$ cat config.mk
export PLATFORM = sky130hd
export DESIGN_NAME = reg_read_serializer
export DESIGN_NICKNAME = d
export VERILOG_FILES = /design/src/rtl/reg_read_serializer.sv
export SDC_FILE = /design/constraint.sdc
export NUM_CORES = 1
export LEC_CHECK = 0
export BUFFER_PORTS_ARGS = -buffer_cell sky130_fd_sc_hd__buf_2
export CORE_UTILIZATION = 35
export CTS_BUF_LIST = sky130_fd_sc_hd__clkbuf_16
export CTS_CLUSTER_DIAMETER = 100
export DETAILED_ROUTE_END_ITERATION = 7
export PLACE_DENSITY_LB_ADDON = 0.15
export SYNTH_ARGS = -nofsm -noshare
export SYNTH_HDL_FRONTEND = slang
export SYNTH_SLANG_ARGS = --single-unit
$ cat constraint.sdc
create_clock -name inClk -period 5.9 [get_ports inClk]
set_input_delay 0.59 -clock inClk [delete_from_list [all_inputs] [get_ports inClk]]
set_output_delay 0.59 -clock inClk [all_outputs]
set_load 0.05 [all_outputs]
$ cat src/rtl/reg_read_serializer.sv
// Burst reader for a small register bank: fetches consecutive words
// (address wraps at the top of the bank) and streams each one out
// MSB first on a single serial line. All state moves on the falling
// edge of inClk; inClr is an asynchronous, active-high clear.
//
// Serial handshake: a bit is transferred on every cycle where
// outSerValid is high. inStall acts as the sink's "not ready": while it
// is high, outSerValid drops, outSer keeps showing the pending bit and
// nothing advances, so every stalled cycle adds exactly one cycle to
// the burst.
module reg_read_serializer #(
    parameter int DEPTH = 8,
    parameter int WIDTH = 16
) (
    input  logic                     inClk,
    input  logic                     inClr,
    input  logic                     inStart,
    input  logic [$clog2(DEPTH)-1:0] inFirst,
    input  logic [3:0]               inCount,
    input  logic                     inStall,
    input  logic [WIDTH-1:0]         inData,
    output logic [$clog2(DEPTH)-1:0] outAddr,
    output logic                     outSer,
    output logic                     outSerValid,
    output logic                     outWordEnd,
    output logic                     outBusy,
    output logic                     outDone,
    output logic [1:0]               dbg_state
);

    localparam int AW = $clog2(DEPTH);
    localparam int BW = $clog2(WIDTH);
    localparam logic [3:0]    MAX_CNT  = 4'(DEPTH);
    localparam logic [BW-1:0] LAST_BIT = BW'(WIDTH - 1);

    typedef enum logic [1:0] {
        S_IDLE  = 2'd0,
        S_LOAD  = 2'd1,
        S_SHIFT = 2'd2,
        S_DONE  = 2'd3
    } state_t;

    state_t          state_q, state_d;
    logic [AW-1:0]   addr_q, addr_d;
    logic [3:0]      rem_q, rem_d;
    logic [WIDTH-1:0] shift_q, shift_d;
    logic [BW-1:0]   bit_cnt_q, bit_cnt_d;

    // State register: falling-edge capture, asynchronous clear to IDLE.
    always_ff @(negedge inClk or posedge inClr) begin
        if (inClr) begin
            state_q   <= S_IDLE;
            addr_q    <= '0;
            rem_q     <= '0;
            shift_q   <= '0;
            bit_cnt_q <= '0;
        end else begin
            state_q   <= state_d;
            addr_q    <= addr_d;
            rem_q     <= rem_d;
            shift_q   <= shift_d;
            bit_cnt_q <= bit_cnt_d;
        end
    end

    // Next-state logic: burst acceptance, word fetch, bit shifting, word sequencing.
    always_comb begin
        state_d   = state_q;
        addr_d    = addr_q;
        rem_d     = rem_q;
        shift_d   = shift_q;
        bit_cnt_d = bit_cnt_q;
        unique case (state_q)
            S_IDLE: begin
                // A zero-length request is dropped silently.
                if (inStart && (inCount != 4'd0)) begin
                    rem_d   = (inCount > MAX_CNT) ? MAX_CNT : inCount;
                    addr_d  = inFirst;
                    state_d = S_LOAD;
                end
            end
            S_LOAD: begin
                // Bank data is only sampled here; later changes are ignored.
                shift_d   = inData;
                bit_cnt_d = LAST_BIT;
                state_d   = S_SHIFT;
            end
            S_SHIFT: begin
                if (!inStall) begin
                    shift_d   = {shift_q[WIDTH-2:0], 1'b0};
                    bit_cnt_d = bit_cnt_q - 1'b1;
                    if (bit_cnt_q == '0) begin
                        rem_d = rem_q - 1'b1;
                        if (rem_q > 4'd1) begin
                            addr_d  = addr_q + 1'b1;
                            state_d = S_LOAD;
                        end else begin
                            state_d = S_DONE;
                        end
                    end
                end
            end
            S_DONE: begin
                state_d = S_IDLE;
            end
            default: begin
                state_d = S_IDLE;
            end
        endcase
    end

    // Output decode: serial outputs only live in SHIFT, status from the state.
    always_comb begin
        outSer      = 1'b0;
        outSerValid = 1'b0;
        outWordEnd  = 1'b0;
        if (state_q == S_SHIFT) begin
            outSer      = shift_q[WIDTH-1];
            outSerValid = !inStall;
            outWordEnd  = (bit_cnt_q == '0) && !inStall;
        end
        outBusy = (state_q != S_IDLE);
        outDone = (state_q == S_DONE);
    end

    assign outAddr   = addr_q;
    assign dbg_state = state_q;

endmodule

==> flow_metrics.env, run 1 <==
export IMPL_outcome="complete, no violations"
export IMPL_cts_setup_buffers=0
export IMPL_setup_violations_final=0
export IMPL_rsz0062_at_grt="false"
export IMPL_hold_violations=0
export IMPL_ir_worst_vdd_v=0.000194
export IMPL_synth_fp_nets=196
export IMPL_synth_area_leader_cell="dfrtn_1"
export IMPL_die_w_um=69.4
export IMPL_h_tree_depth=2
export IMPL_clockBufferDepth=2
export IMPL_portBuffers=36
export IMPL_multiInputGateArea_um2=769
export IMPL_syn_area_per_cell_um2=9.62
export IMPL_power_density_nw_per_um2=550
export IMPL_final_nets=231
export IMPL_synth_flop_cell="dfrtn_1"
export IMPL_total_power_mw=1.06
export IMPL_critPathArrivalTime_ns=5.00
export IMPL_worstSkewPairLatency_ns=0.30
export IMPL_synth_seq_area_share_pct=45.7
export IMPL_r2r_start="dbg_state[0]"
export IMPL_yosys_cell_types_count=40
export IMPL_stdcell_count=253
export IMPL_grt_max_degree=32
export IMPL_drc=0
export IMPL_hold_ws_ns=0.425
export IMPL_io_pins=37
export IMPL_cp_endpoint="outWordEnd"
export IMPL_grt_use_total_pct=15.9
export IMPL_pre_cts_slack_ns=0.632
export IMPL_dp_cells=245
export IMPL_cp_required_ns=5.31
export IMPL_p_leak_nw=0.951
export IMPL_wl_per_cell_um=13.9
export IMPL_place_gp_congestion=0.798
export IMPL_postPlaceCellArea_um2=1800
export IMPL_hold_class="flop to flop"
export IMPL_fin_util_pct=44.4
export IMPL_hpwl_um=2640
export IMPL_ctsHoldBuffers=0
export IMPL_ys_seq_elements=29
export IMPL_via_per_inst=5.15
export IMPL_fp_dieArea_um2=4810
export IMPL_core_um2=4350
export IMPL_clk_pin_slew_ns=0.04
export IMPL_regArea_um2=726
export IMPL_drive_above_1_share_pct=24.4
export IMPL_area_growth_pct=21.7
export IMPL_wl_met2_um=1710
export IMPL_die_h_um=69.4
export IMPL_grt_overflow=0
export IMPL_cp_startpoint="dbg_state[1]"
export IMPL_numClockSinks=29
export IMPL_tightestPinTransition_ns=0.843
export IMPL_worstHoldStart="shift_q[11]"
export IMPL_fin_tns_setup_ns=0
export IMPL_synth_edf_count=0
export IMPL_routed_wl_met3_um=211
export IMPL_yosysTopAreaCellShare_pct=45.7
export IMPL_path_class="flop to output port"
export IMPL_post_cts_resized=0
export IMPL_start_util_pct=36.5
export IMPL_synth_area_um2=1590
export IMPL_cts_tree="built"
export IMPL_cp_end_kind="output port"
export IMPL_slew_headroom_pct=43.8
export IMPL_drtIter0Drc=67
export IMPL_layout_setup_ws_ns=0.309
export IMPL_reg2reg_slack_ns=3.76
export IMPL_antenna_found_initial=0
export IMPL_skew_ns=0.00120
export IMPL_grt_pass1_wl_um=5980
export IMPL_ant_nets=0
export IMPL_cp_start_kind="flop"
export IMPL_cts_root_buf="clkbuf_16"
export IMPL_worstPathMaxFanout=14
export IMPL_antenna_cells=0
export IMPL_ys_warn_count=0
export IMPL_drv_cap=0
export IMPL_netlist_top_cells_area="dfrtn_1 (46%), mux2i_1 (11%), o21ai_0 (5.7%), nand2_1 (5.0%), ha_1 (3.2%)"
export IMPL_netlist_instances=165
export IMPL_num_rows=24
export IMPL_async_flop_share_pct=100
export IMPL_wl_um=3520
export IMPL_drt_met1_wl_um=1550
export IMPL_firstDrtPassIters=4
export IMPL_reg2reg_to="shift_q[13]"
export IMPL_grt_pass1_vias=1334
export IMPL_finalMaxSlewViolations=0
export IMPL_r2r_cells=3
export IMPL_fillers=428
export IMPL_cts_buffers=5
export IMPL_dr_total_vias=1304
export IMPL_postLayoutCellArea_um2=1930
export IMPL_top_layer_used="met4"
## cells in the final DEF, fill, tap and decap left out, types with 3 or more instances in the layout
master and n:
a21oi_1 9, ha_1 4, inv_1 14, clkbuf_16 5, nor4_1 4, nand2b_1 3, buf_2 36, nor2_1 4
dfrtn_1 29, mux2i_1 18, o21ai_0 18, nand2_1 21
## Yosys cell counts (all sizes together) (4+ instances only)
cell / count
dfrtn: 29
nor4: 4
a21oi: 9
mux2i: 18
nor2: 4
buf: 4
clkbuf: 6
nand2: 22
o21ai: 19
ha: 4
nand2b: 4
inv: 11
## final cells by class
class | instances | share of cell area [%]
Clock buffer | 5 | 6.47
Tap cell | 52 | 3.37
Multi-Input combinational cell | 115 | 39.8
Inverter | 11 | 2.14
Clock inverter | 3 | 0.583
Timing Repair Buffer | 38 | 10.1
Sequential cell | 29 | 37.5
## layer usage
metal / vias up / track usage [%]
li1: 651 / -
met1: 613 / 17.9
met4: 0 / 7.26
met3: 6 / 6.10
met2: 34 / 26.5
met5: - / 0
## worst max-delay path, stage by stage (launching register included)
cell,delay [ns]
dfrtn_1,0.62
nand2b_4,0.20
or4_4,0.57
inv_1,0.10
buf_2,0.26
## flip-flops by register name, summed over array words and instances (netlist names)
name and cells:
dbg_state 2, bit_cnt_q 4, rem_q 4, shift_q 16, outAddr 3
## power by group
group          total (mW)  internal (mW)  switching (mW)
Sequential          0.372          0.296          0.0757
Clock               0.232          0.151          0.0811
Combinational       0.460          0.173           0.287
Total                1.06          0.620           0.444
## how the worst min path moves through the flow
stage                     cells past startpoint  slack, ns     endpoint
final                                         2       0.43  shift_q[11]
after global routing                          2       0.47   shift_q[5]
after CTS                                     2       0.43  shift_q[11]
after detailed placement                      2       0.43  shift_q[11]
after global placement                        2       0.42  shift_q[15]
after floorplan                               2       0.40  shift_q[15]
## cell families after synthesis
family,Yosys count,synth area share (%)
buf+inv,21,5.83
mux,20,12.8
compound gates,43,16.5
flops,29,45.7
fa+ha+maj,4,3.15
simple gates,48,16.0
Power figures use the tool's default switching activity.
==> inputs of run 2 (changes only) <==
--- a/config.mk
+++ b/config.mk
@@ -5,12 +5,14 @@
 export SDC_FILE = /design/constraint.sdc
 export NUM_CORES = 1
 export LEC_CHECK = 0
+export ABC_AREA = 1
 export BUFFER_PORTS_ARGS = -buffer_cell sky130_fd_sc_hd__buf_2
 export CORE_UTILIZATION = 35
 export CTS_BUF_LIST = sky130_fd_sc_hd__clkbuf_16
 export CTS_CLUSTER_DIAMETER = 100
 export DETAILED_ROUTE_END_ITERATION = 7
 export PLACE_DENSITY_LB_ADDON = 0.15
+export REMOVE_ABC_BUFFERS = 1
 export SYNTH_ARGS = -nofsm -noshare
 export SYNTH_HDL_FRONTEND = slang
 export SYNTH_SLANG_ARGS = --single-unit
==> constraint.sdc (replaced) <==
create_clock -name inClk -period 6.72 [get_ports inClk]
set_input_delay 0.672 -clock inClk [delete_from_list [all_inputs] [get_ports inClk]]
set_output_delay 0.672 -clock inClk [all_outputs]
set_load 0.05 [all_outputs]
==> run 2 against run 1 <==
  * Clock skew up 0.0040 ns
  * Sequential cell count did not move
  * Worst setup slack improved by 0.90 ns
  * Critical path type unchanged
  * Clock power shrank 11%
  * Highest routed layer unchanged
  * Via count rose by 2.4%
  * Largest power group unchanged
  * Sequential share of layout area rose by 0.52 points
  * Global-route usage down 1.2 points
  * Routed wire length shrank 7.6%
  * Combinational power up 2%
==> flow_metrics.env, run 2 <==
export IMPL_worstPathMaxFanout=13
export IMPL_synth_seq_area_share_pct=45.8
export IMPL_syn_area_per_cell_um2=8.20
export IMPL_critical_path_slowest_cell="dfrtn_1"
export IMPL_layout_common_cells="nand2_1 (45), buf_2 (36), inv_1 (29), dfrtn_1 (29), o21ai_0 (22)"
export IMPL_grt_use_total_pct=14.8
export IMPL_numClockSinks=29
export IMPL_die_w_um=69.2
export IMPL_place_gp_congestion=0.779
export IMPL_synthAdderAreaFrac_pct=3.16
export IMPL_grt_pass1_wl_um=5510
export IMPL_tightestPinTransition_ns=0.539
export IMPL_power_density_nw_per_um2=517
export IMPL_cts_buffers=5
export IMPL_final_common_cell="nand2_1"
export IMPL_netlist_top_cells_area="dfrtn_1 (46%), nand2_1 (11%), o211ai_1 (8.1%), o21ai_0 (7.0%), inv_1 (6.9%)"
export IMPL_use_met1_pct=19.6
export IMPL_p_comb_share_pct=47.4
export IMPL_via_per_inst=4.73
export IMPL_total_power_mw=0.986
export IMPL_synth_area_leader_cell="dfrtn_1"
export IMPL_p_sw_share_pct=45.1
export IMPL_ant_nets=0
export IMPL_cp_start_kind="flop"
export IMPL_yosysTopAreaCellShare_pct=45.8
export IMPL_reg_largest_list="shift_q x16, bit_cnt_q x4, rem_q x4"
export IMPL_yosys_cell_types_count=21
export IMPL_largest_register_ffs=16
export IMPL_worstSkewPairLatency_ns=0.30
export IMPL_drv_cap=0
export IMPL_cts_tree="built"
export IMPL_clockBufferDepth=2
export IMPL_synth_area_um2=1580
export IMPL_fin_util_pct=43.8
export IMPL_die_h_um=69.2
export IMPL_cpPeakStageDelay_ns=0.48
export IMPL_fin_tns_setup_ns=0
export IMPL_drc=0
export IMPL_antenna_cells=0
export IMPL_num_rows=24
export IMPL_synthMuxAreaShare_pct=0
export IMPL_hpwl_um=2260
export IMPL_firstDrtPassIters=4
export IMPL_layout_setup_ws_ns=1.21
export IMPL_ir_worst_vdd_v=0.000251
export IMPL_synth_edf_count=0
export IMPL_synth_most_common_cell="nand2_1"
export IMPL_ys_warn_count=0
export IMPL_postLayoutCellArea_um2=1910
export IMPL_rsz0062_at_grt="false"
export IMPL_cp_buffers_inverters=1
export IMPL_path_class="flop to output port"
export IMPL_p_seq_share_pct=31.6
export IMPL_cts_root_buf="clkbuf_16"
export IMPL_ctsHoldBuffers=0
export IMPL_h_tree_depth=2
export IMPL_fillers=442
export IMPL_netlist_instances=193
export IMPL_grt_pass1_vias=1236
export IMPL_p_leak_nw=0.991
export IMPL_core_um2=4350
export IMPL_start_util_pct=36.4
export IMPL_async_flop_share_pct=100
export IMPL_grt_max_degree=37
export IMPL_clkPwrFrac_pct=21.0
export IMPL_dr_total_vias=1335
export IMPL_synthTopCellsByCount="nand2_1 (45), dfrtn_1 (29), inv_1 (29)"
export IMPL_hold_ws_ns=0.454
export IMPL_met3_usage_pct=3.78
export IMPL_skew_ns=0.00519
export IMPL_setup_violations_final=0
export IMPL_fp_dieArea_um2=4790
export IMPL_synth_top_family_by_area="simple AND/OR/NAND/NOR gates"
export IMPL_wl_um=3260
export IMPL_portBuffers=36
export IMPL_critPathArrivalTime_ns=4.83
export IMPL_top_register="shift_q"
export IMPL_crit_family="flip-flops"
export IMPL_synth_flop_cell="dfrtn_1"
export IMPL_synth_compound_area_share_pct=16.3
export IMPL_drtIter0Drc=39
export IMPL_area_growth_pct=20.5
export IMPL_busiest_layer="met2"
export IMPL_io_pins=37
export IMPL_cts_setup_buffers=0
export IMPL_antenna_found_initial=0
export IMPL_cp_cell_sequence="nand2_1 -> nor2_1 -> buf_2"
export IMPL_postPlaceCellArea_um2=1770
export IMPL_p_int_mw=0.541
export IMPL_slew_headroom_pct=63.9
export IMPL_cp_end_kind="output port"
export IMPL_pre_cts_slack_ns=1.49
export IMPL_outcome="complete, no violations"
export IMPL_hold_class="flop to flop"
export IMPL_cp_required_ns=6.05
export IMPL_synth_simple_area_share_pct=21.8
export IMPL_grtUsageMet2_pct=22.2
export IMPL_clk_pin_slew_ns=0.04
export IMPL_dp_cells=274
export IMPL_grt_overflow=0
export IMPL_stdcell_count=282
export IMPL_drive_above_1_share_pct=21.7
export IMPL_hold_violations=0
export IMPL_wl_per_cell_um=11.5
export IMPL_p_switching_mw=0.445
export IMPL_post_cts_resized=0
export IMPL_ys_seq_elements=29
export IMPL_final_nets=260
export IMPL_synth_xor_area_share_pct=1.11
export IMPL_finalMaxSlewViolations=0
==> run 2: changes by cell type after synthesis, moves of 6 or more <==
cell	delta
nand2_1	+24
inv_1	+18
mux2i_1	-18
nand3_1	+15
o211ai_1	+15
a21oi_1	-9
clkbuf_1	-6
==> run 2: area by class of cell <==
class | count | area [um^2] | area share, %
Clock buffer | 5 | 125 | 6.56
Clock inverter | 3 | 12.5 | 0.656
Inverter | 30 | 113 | 5.91
Multi-Input combinational cell | 125 | 671 | 35.2
Sequential cell | 29 | 726 | 38.1
Tap cell | 52 | 65.1 | 3.41
Timing Repair Buffer | 38 | 195 | 10.2
==> run 2: power by group through the flow <==
stage / sequential, mW / clock, mW / combinational, mW
2_1_floorplan: 0.350 / 0 / 0.324
3_3_place_gp: 0.311 / 0 / 0.474
3_5_place_dp: 0.314 / 0 / 0.476
4_1_cts: 0.313 / 0.214 / 0.476
5_1_grt: 0.321 / 0.221 / 0.540
6_report: 0.312 / 0.207 / 0.467
==> run 2: per-layer routing <==
| layer | vias up | share of wire, % |
|---|---|---|
| li1 | 703 | - |
| met1 | 595 | 50 |
| met2 | 29 | 43 |
| met3 | 8 | 4.3 |
| met4 | 0 | 2.2 |
| met5 | - | 0 |
==> run 2: final timing paths <==
check	from	to	slack (ns)	cells past startpoint
worst max-delay path	dbg_state[1]	outSer	1.21	3
worst min-delay path	outAddr[1]	outAddr[1]	0.45	2
worst max register to register	dbg_state[1]	outAddr[2]	5.02	6
worst min register to register	outAddr[1]	outAddr[1]	0.45	2
max in group asynchronous	inClr	shift_q[0]	2.71	3
min in group asynchronous	inClr	shift_q[7]	3.70	3
==> run 2: logic make-up (layout without fill, tap and decap cells) <==
| group | Yosys count | count (layout) |
|---|---|---|
| buf+inv | 39 | 76 |
| fa+ha+maj | 4 | 4 |
| flops | 29 | 29 |
| simple gates | 76 | 76 |
| compound gates | 43 | 43 |
| xor+xnor | 2 | 2 |
==> run 2: worst register-to-register path, cell delays in order, from the launching register on <==
cell and delay [ns]:
dfrtn_1 0.48, inv_2 0.08, nor2_4 0.14, buf_4 0.35, o211ai_1 0.28, nand3_1 0.16, nand2_1 0.06
==> inputs of run 3 (changes only) <==
==> constraint.sdc (replaced) <==
create_clock -name inClk -period 4.72 [get_ports inClk]
set_input_delay 0.472 -clock inClk [delete_from_list [all_inputs] [get_ports inClk]]
set_output_delay 0.472 -clock inClk [all_outputs]
set_load 0.05 [all_outputs]
==> run 3 against run 2 <==
  * Combinational power grew 45%
  * Sequential cell count unchanged
  * Non-clock buffer count rose by 1
  * First-iteration DRC count grew 18%
  * Sequential share of layout area barely moved
  * Worst setup slack lost 0.81 ns
  * Largest power group unchanged
  * Highest routed layer unchanged
==> flow_metrics.env, run 3 (synthesis results as in run 2) <==
export IMPL_finalMaxSlewViolations=0
export IMPL_final_nets=261
export IMPL_total_power_mw=1.41
export IMPL_fin_util_pct=43.9
export IMPL_slew_headroom_pct=63.5
export IMPL_grt_pass1_vias=1333
export IMPL_cts_buffers=5
export IMPL_die_h_um=69.2
export IMPL_antenna_found_initial=0
export IMPL_clk_pin_slew_ns=0.04
export IMPL_via_per_inst=4.88
export IMPL_drv_cap=0
export IMPL_hold_depth=2
export IMPL_post_cts_resized=0
export IMPL_setup_violations_final=0
export IMPL_area_growth_pct=20.6
export IMPL_ir_worst_vdd_v=0.000299
export IMPL_top_register="shift_q"
export IMPL_wl_um=3260
export IMPL_clockBufferDepth=2
export IMPL_routed_wl_met3_um=166
export IMPL_die_w_um=69.2
export IMPL_grt_use_total_pct=15.5
export IMPL_top_layer_used="met4"
export IMPL_cp_required_ns=4.25
export IMPL_ctsHoldBuffers=0
export IMPL_firstDrtPassIters=4
export IMPL_critPathArrivalTime_ns=3.84
export IMPL_portBuffers=36
export IMPL_hpwl_um=2280
export IMPL_clkPwrFrac_pct=20.3
export IMPL_core_um2=4350
export IMPL_cts_setup_buffers=0
export IMPL_p_switching_mw=0.633
export IMPL_num_rows=24
export IMPL_drtIter0Drc=46
export IMPL_io_pins=37
export IMPL_stdcell_count=282
export IMPL_cts_tree="built"
export IMPL_dr_total_vias=1375
export IMPL_reg_largest_list="shift_q x16, bit_cnt_q x4, rem_q x4"
export IMPL_reg2reg_to="outAddr[1]"
export IMPL_worstHoldEndpoint="shift_q[0]"
export IMPL_wl_per_cell_um=11.5
export IMPL_grt_pass1_wl_um=5830
export IMPL_final_common_cell="nand2_1"
export IMPL_place_gp_congestion=0.796
export IMPL_drive_above_1_share_pct=21.7
export IMPL_wl_met2_um=1520
export IMPL_antenna_cells=0
export IMPL_r2r_cells=6
export IMPL_layout_common_cells="nand2_1 (45), buf_2 (36), inv_1 (30), dfrtn_1 (29), o21ai_0 (22)"
export IMPL_hold_class="flop to flop"
export IMPL_fp_dieArea_um2=4790
export IMPL_drt_met1_wl_um=1500
export IMPL_h_tree_depth=2
export IMPL_cts_root_buf="clkbuf_16"
export IMPL_worstSkewPairLatency_ns=0.29
export IMPL_p_sw_share_pct=44.9
export IMPL_fin_tns_setup_ns=0
export IMPL_ant_nets=0
export IMPL_largest_register_ffs=16
export IMPL_rsz0062_at_grt="false"
export IMPL_tightestPinTransition_ns=0.545
export IMPL_power_density_nw_per_um2=737
export IMPL_p_seq_share_pct=31.7
export IMPL_cp_start_kind="flop"
export IMPL_hold_violations=0
export IMPL_cp_end_kind="output port"
export IMPL_reg2reg_slack_ns=2.96
export IMPL_grt_max_degree=37
export IMPL_r2r_start="dbg_state[1]"
export IMPL_drc=0
export IMPL_numClockSinks=29
export IMPL_grt_overflow=0
export IMPL_dp_cells=275
export IMPL_fillers=463
export IMPL_outcome="complete, no violations"
export IMPL_worstPathMaxFanout=5
export IMPL_start_util_pct=36.4
export IMPL_path_class="flop to output port"
export IMPL_p_comb_share_pct=48.0
export IMPL_p_int_mw=0.775
export IMPL_skew_ns=0.00334
export IMPL_p_leak_nw=0.995
export IMPL_worstHoldStart="shift_q[0]"
[run 3: cell types whose count changed in the layout (fill, tap and decap cells not counted)]
cell      delta
inv_1        +1
clkinv_2     -1
buf_4        +1
clkinv_1     -1
[run 3: final cells by class]
type,count,area [um^2],share of cell area [%]
multi-input combinational,125,671,35.1
clock inverter,2,7.51,0.393
tap,52,65.1,3.41
inverter,30,113,5.90
clock buffer,5,125,6.55
timing repair buffer,39,203,10.6
sequential,29,726,38.0
[run 3: worst max path at each step]
stage / start / slack (ns) / cells after the start / to
6_report: dbg_state[1] / 0.41 / 5 / outWordEnd
5_1_grt: dbg_state[1] / 0.31 / 5 / outSerValid
4_1_cts: dbg_state[1] / 0.39 / 5 / outWordEnd
3_5_place_dp: inStall / 0.69 / 7 / bit_cnt_q[3]
3_3_place_gp: dbg_state[1] / 0.71 / 5 / outSerValid
2_1_floorplan: dbg_state[1] / 0.02 / 4 / outSerValid
[run 3: power groups by stage]
stage / clock, mW / combinational (mW) / sequential, mW
6_report: 0.286 / 0.675 / 0.447
2_1_floorplan: 0 / 0.461 / 0.498
4_1_cts: 0.293 / 0.688 / 0.448
5_1_grt: 0.303 / 0.783 / 0.461
3_3_place_gp: 0 / 0.675 / 0.449
3_5_place_dp: 0 / 0.684 / 0.451
[run 3: metal layers]
layer,global-route usage (%),up-vias
met5,0,-
met2,25.0,34
met3,3.78,7
met1,19.3,629
li1,-,705
met4,7.48,0
[run 3: through the flow]
stage	setup slack, ns	hold WS [ns]	cell area (um^2)
after floorplan	0.0170	0.425	1510
after global placement	0.713	0.452	1780
after detailed placement	0.694	0.464	1780
after CTS	0.390	0.465	1910
after global routing	0.311	0.503	1910
final	0.408	0.466	1910
[run 3: critical path, cell delays in order (launching register included)]
cell	delay [ns]
dfrtn_1	0.51
inv_2	0.09
nor2_4	0.14
nand4_4	0.12
inv_1	0.07
buf_2	0.25
